`src/rtl/linebuf_seq.sv`:
```
// rtl/linebuf_seq.sv - line-buffer chain sequencer: line position, staggered row enables/addresses, fill/flush FSM
// Optional LINEBUF_SEQ_SOF_ERR_EN adds sticky sof_err output for mid-line start-of-frame.
module linebuf_seq #(
  parameter int H_ACTIVE = 640,
  parameter int H_TOTAL  = 800,
  parameter int V_ACTIVE = 480,
  parameter int NROWS    = 11,
  parameter int AW       = 10
)(
  input  logic                  clk,
  input  logic                  rst,
  input  logic                  sof,
  input  logic                  en,
  output logic [12:0]           col,
  output logic [12:0]           x_count,
  output logic [NROWS-1:0]      shift_en,
  output logic [NROWS*AW-1:0]   addr_bus,
  output logic                  zero_in,
  output logic [3:0]            rows_filled,
  output logic                  win_valid,
  output logic                  line_end,
  output logic                  busy
`ifdef LINEBUF_SEQ_SOF_ERR_EN
  ,
  output logic                  sof_err
`endif
);

  localparam logic [1:0] IDLE  = 2'd0;
  localparam logic [1:0] FILL  = 2'd1;
  localparam logic [1:0] RUN   = 2'd2;
  localparam logic [1:0] FLUSH = 2'd3;

  logic [1:0] state;
  logic [9:0] line_cnt;
  logic [9:0] line_cnt_nxt;
  logic [3:0] rows_nxt;

  assign busy         = (state != IDLE);
  assign zero_in      = (state == FLUSH);
  assign line_end     = (x_count == 13'(H_TOTAL - 1));
  assign col          = (x_count < 13'(H_ACTIVE)) ? x_count : 13'(H_ACTIVE - 1);
  assign line_cnt_nxt = line_cnt + 10'd1;
  assign rows_nxt     = (rows_filled == 4'(NROWS)) ? rows_filled : rows_filled + 4'd1;

  // Row i runs i columns ahead, so its write window starts i clocks early in the previous blanking.
  for (genvar i = 0; i < NROWS; i++) begin : g_row
    localparam logic [12:0]   LO   = 13'(H_ACTIVE - i);
    localparam logic [12:0]   HI   = 13'(H_TOTAL - 1 - i);
    localparam logic [AW-1:0] AMAX = AW'(H_ACTIVE - 1);
    logic [AW-1:0] sum;
    assign sum                 = x_count[AW-1:0] + AW'(i);
    assign addr_bus[i*AW +: AW] = (sum > AMAX) ? '0 : sum;
    assign shift_en[i]         = en && busy && ((x_count < LO) || (x_count > HI));
  end

  always_ff @(posedge clk or posedge rst) begin
    if (rst) begin
      state       <= IDLE;
      x_count     <= '0;
      line_cnt    <= '0;
      rows_filled <= '0;
      win_valid   <= 1'b0;
    end else begin
      win_valid <= ((state == RUN) || (state == FLUSH)) && (x_count < 13'(H_ACTIVE));
      if (sof && busy) begin
        // Restart abandons the current frame without draining it.
        state       <= FILL;
        x_count     <= '0;
        line_cnt    <= '0;
        rows_filled <= '0;
      end else if (state == IDLE) begin
        x_count <= '0;
        if (sof) state <= FILL;
      end else begin
        x_count <= line_end ? '0 : x_count + 13'd1;
        if (line_end) begin
          line_cnt <= line_cnt_nxt;
          case (state)
            FILL: begin
              rows_filled <= rows_nxt;
              if (rows_nxt == 4'(NROWS)) state <= RUN;
            end
            RUN: begin
              if (line_cnt_nxt == 10'(V_ACTIVE)) begin
                state    <= FLUSH;
                line_cnt <= '0;
              end
            end
            default: begin
              if (line_cnt_nxt == 10'(NROWS)) begin
                state       <= IDLE;
                line_cnt    <= '0;
                rows_filled <= '0;
              end
            end
          endcase
        end
      end
    end
  end

`ifdef LINEBUF_SEQ_SOF_ERR_EN
  always_ff @(posedge clk or posedge rst) begin
    if (rst)                                  sof_err <= 1'b0;
    else if (sof && busy && (x_count != '0))  sof_err <= 1'b1;
  end
`endif

endmodule

```
`config.mk`:
```
export PLATFORM = sky130hd
export DESIGN_NAME = linebuf_seq
export DESIGN_NICKNAME = d
export VERILOG_FILES = /design/src/rtl/linebuf_seq.sv
export SDC_FILE = /design/constraint.sdc
export NUM_CORES = 1
export LEC_CHECK = 0
export BUFFER_PORTS_ARGS = -buffer_cell sky130_fd_sc_hd__clkbuf_2
export CAP_MARGIN = 0
export CORE_AREA = 2 2 106 108
export DETAILED_ROUTE_END_ITERATION = 8
export DIE_AREA = 0 0 108 110
export PLACE_DENSITY = 0.65
export SLEW_MARGIN = 20
export SYNTH_ARGS = -nofsm -noshare
export SYNTH_HDL_FRONTEND = slang
export SYNTH_SLANG_ARGS = --single-unit
```
`constraint.sdc`:
```
create_clock -name clk -period 6.86 [get_ports clk]
set_clock_uncertainty 0.2 [all_clocks]
set_input_delay 1.029 -clock clk [delete_from_list [all_inputs] [get_ports clk]]
set_output_delay 1.029 -clock clk [all_outputs]
set_load 0.01 [all_outputs]
```
==> summary.txt <==
Critical path
  • Most used cell, CP: nor2_1
  • Crit Reg-Reg Startpoint: x_count[4]
  • CP peak stage delay: a little under 0.9 ns
  • FF-to-FF setup slack: between 3 and 4 ns
  • Endpoint type of the worst setup path: output port
  • Cells along the critical path: ha_1 -> nand3_1 -> nor2_1 -> nand2_1 -> a21o_1 -> a32o_1 -> nor2_1 -> clkbuf_2
  • FF-to-FF End: x_count[11]
  • CP startpoint: x_count[4]
  • Startpoint types: flop
  • CP max FO: 20
  • CP top delay family: simple AND/OR/NAND/NOR gates
  • WP depth: 8
  • Slowest cell on crit path: dfrtp_1
  • CP Capture Point: addr_bus[64]
  • Crit path DAT: ~3.7 ns
  • CP required: ~5.6 ns
  • CP Class: reg -> out
  • WP buf/inv: 1
  • Worst reg-to-reg path cell count: 7

Logic synthesis
  • Ys flop type: dfrtp_1
  • Synth cell types: between 60 and 70
  • Seq cells post-synth: 30
  • YS warnings: 0
  • Async set-or-reset flop fraction in the synthesized netlist: between 90% and 100%
  • Post-Synthesis Cells: 654
  • Post-synthesis sequential area ratio: about 17%
  • EDFF count, synth: 0
  • Syn Area/Cell: between 6 and 7 sq um
  • Syn Std Cell Area: about 4300 sq um

Route
  • DRT iter0 DRCs: 397
  • WL per Instance: approximately 18 microns
  • DRT Pass-1 Iters: 5
  • Drt total wl: about 17000 microns
  • DR vias/cell: around 5.7
  • ANT nets after route: 0
  • Residual DRC: 0
  • Detailed-route via count: about 5.2k

Placed design
  • Gp weighted congestion: approximately 1
  • Hpwl dp: around 13000 microns
  • PortBufs: ~160
  • Placed insts: between 900 and 1k

Pwr
  • Lkg Pwr: approximately 2.6 nW
  • Switch share: roughly 34%
  • Combinational cell fraction of total power: 26.7%
  • Power density over cell area: 90.0 nW/um^2
  • Max VDD drop: around 94 uV
  • Sequential fraction of design power: between 40% and 50%
  • Switch Pwr: approximately 0.16 mW
  • Total internal power: around 0.3 mW
  • Clock share of power: between 30% and 40%

Timing
  • Fin crit share: between 70% and 80%
  • Final Setup Violations: 0
  • Fin crit period: between 4 and 5 ns
  • Final count of pins violating max slew: 0
  • RSZ-0062 raised after global routing: false
  • Max_slew headroom: between 30% and 40%
  • Fmax: 204 MHz
  • Final hold vios: 0
  • Worst-margin pin slew: 0.917 ns
  • Setup_tns: 0 ns

Floorplanning
  • Die area: about 12000 sq um
  • Std-Cell Rows: 38
  • Die H: 110 microns
  • I/O pins: ~160
  • Die Span X: 108 microns
  • CORE AREA: approximately 11000 sq um
  • Initial core utilization: 40.5%

CTS
  • Clock transition at the registers of the reported paths: ~0.06 ns
  • # clock sinks: 30
  • Postcts setup bufs: 0
  • Root Driver: clkbuf_8
  • CTS tree: done
  • Cts repair resizes: 0
  • Clock buffer depth: 2
  • Clk Latency, worst-skew pair: around 0.29 ns
  • CTS Buf Count: 5
  • Cts-stage hold buffer count: 0
  • H-tree lvl count: 2

GRT
  • Vias in the first global route: between 4k and 5k
  • First-pass GRT wire length: between 20000 and 30000 microns
  • Largest net degree at the start of global routing: 40
  • Initial antenna violation count: 0
  • GRT Overall Usage: between 20% and 30%
  • Global route overflow: 0

Layout
  • Area delta synth->final: 20.6%
  • Antenna diodes: 0
  • Most common cell after layout, fill and taps aside: clkbuf_2
  • Most frequent cells in the layout: clkbuf_2, nor2_1, nand2_1
  • Nets@finish: 802
  • Final Non-Filler Cells: 918
  • Share of cells above drive strength 1: between 20 and 25%

Min path
  • Hold Crit Start: rows_filled[3]
  • Hold Path Class: reg -> reg

Job
  • Max Cap Viol: 0

Run status
  • Status: finished clean
worst reg2reg max path, delay by kind of cell, from the launching register on:
family                     cells  cell delay (ns)
xor gates and xnor gates       1             0.17
and+or+nand+nor                5             1.27
DFF                            1             0.87
adders and majority gates      1             0.62
power groups by stage:
| stage | registers, mW | clock network, mW | logic (mW) |
|---|---|---|---|
| CTS | 0.194 | 0.155 | 0.126 |
| global placement | 0.197 | 0 | 0.124 |
| detailed placement | 0.198 | 0 | 0.126 |
| floorplan | 0.191 | 0 | 0.0776 |
| global route | 0.196 | 0.163 | 0.137 |
| finish | 0.195 | 0.150 | 0.126 |
cell usage after synthesis, drive strengths merged (2+ instances only):
cell type | count | area, sq um
a21o | 6 | 45.0
a21oi | 39 | 199
a22oi | 2 | 15.0
a31oi | 3 | 18.8
a32o | 7 | 70.1
a32oi | 2 | 17.5
a41o | 2 | 20.0
and2 | 12 | 75.1
and3 | 11 | 73.8
buf | 19 | 104
clkbuf | 28 | 105
clkinv | 4 | 15.0
dfrtp | 30 | 751
ha | 21 | 263
inv | 19 | 71.3
nand2 | 63 | 239
nand2b | 12 | 75.1
nand3 | 30 | 155
nand4 | 6 | 56.3
nand4b | 2 | 17.5
nor2 | 141 | 529
nor2b | 17 | 106
nor3 | 9 | 56.3
nor3b | 3 | 27.5
o211a | 2 | 20.0
o21ai | 52 | 260
o22ai | 7 | 50.1
o31a | 3 | 26.3
o31ai | 10 | 80.1
o32ai | 3 | 26.3
o41ai | 3 | 26.3
or2 | 5 | 31.3
xnor2 | 34 | 298
xor2 | 32 | 280
sequential cells by signal (all words and copies together), names as in the netlist:
register     count
state            2
win_valid        1
rows_filled      4
x_count         13
line_cnt        10
through the flow:
| step | cell area, sq um | hold slack [ns] | util [%] | power, mW | worst slack (ns) |
|---|---|---|---|---|---|
| 6_report | 5220 | 0.341 | 48.8 | 0.470 | 1.97 |
| 5_1_grt | 5220 | 0.388 | 48.8 | 0.495 | 1.78 |
| 4_1_cts | 5220 | 0.344 | 48.7 | 0.476 | 1.84 |
| 3_5_place_dp | 5120 | 0.328 | 47.9 | 0.324 | 2.16 |
| 3_3_place_gp | 5120 | 0.317 | 47.9 | 0.321 | 2.27 |
| 2_1_floorplan | 4340 | 0.293 | - | 0.269 | 3.19 |
how the worst min path moves through the flow:
stage | endpoint | slack, ns | cells after the start
CTS | rows_filled[3] | 0.34 | 1
finish | rows_filled[3] | 0.34 | 1
global placement | line_cnt[9] | 0.32 | 2
detailed placement | rows_filled[3] | 0.33 | 1
global route | rows_filled[3] | 0.39 | 1
floorplan | line_cnt[9] | 0.29 | 2
routing by layer:
| metal | wire [microns] | track usage (%) | up-vias | part of all wire [%] |
|---|---|---|---|---|
| met4 | 566 | 12.0 | 0 | 3.4 |
| met5 | 0 | 0 | - | 0 |
| met3 | 1350 | 3.59 | 53 | 8.0 |
| li1 | - | - | 2453 | - |
| met2 | 8090 | 47.7 | 267 | 48 |
| met1 | 6840 | 33.2 | 2465 | 41 |
final cells by class:
type | count | area [sq um]
clock buffer | 7 | 86.3
clock inverter | 1 | 5.00
fill | 1140 | 5480
inverter | 23 | 86.3
multi-input combinational | 556 | 3300
sequential | 30 | 751
tap | 140 | 175
timing repair buffer | 161 | 821
cells by family (layout without fill, tap and decap cells):
group           after synthesis  after routing  synth area share [%]
fa+ha+maj                    21             21                  6.07
xor+xnor                     66             66                  13.4
mux                           1              1                 0.231
buf+inv                      70            192                  6.82
compound gates              150            150                  22.1
other cells                   1              3                0.0866
simple gates                315            315                  34.0
flops                        30             30                  17.3
No activity file was read; power rests on OpenSTA's default activity.
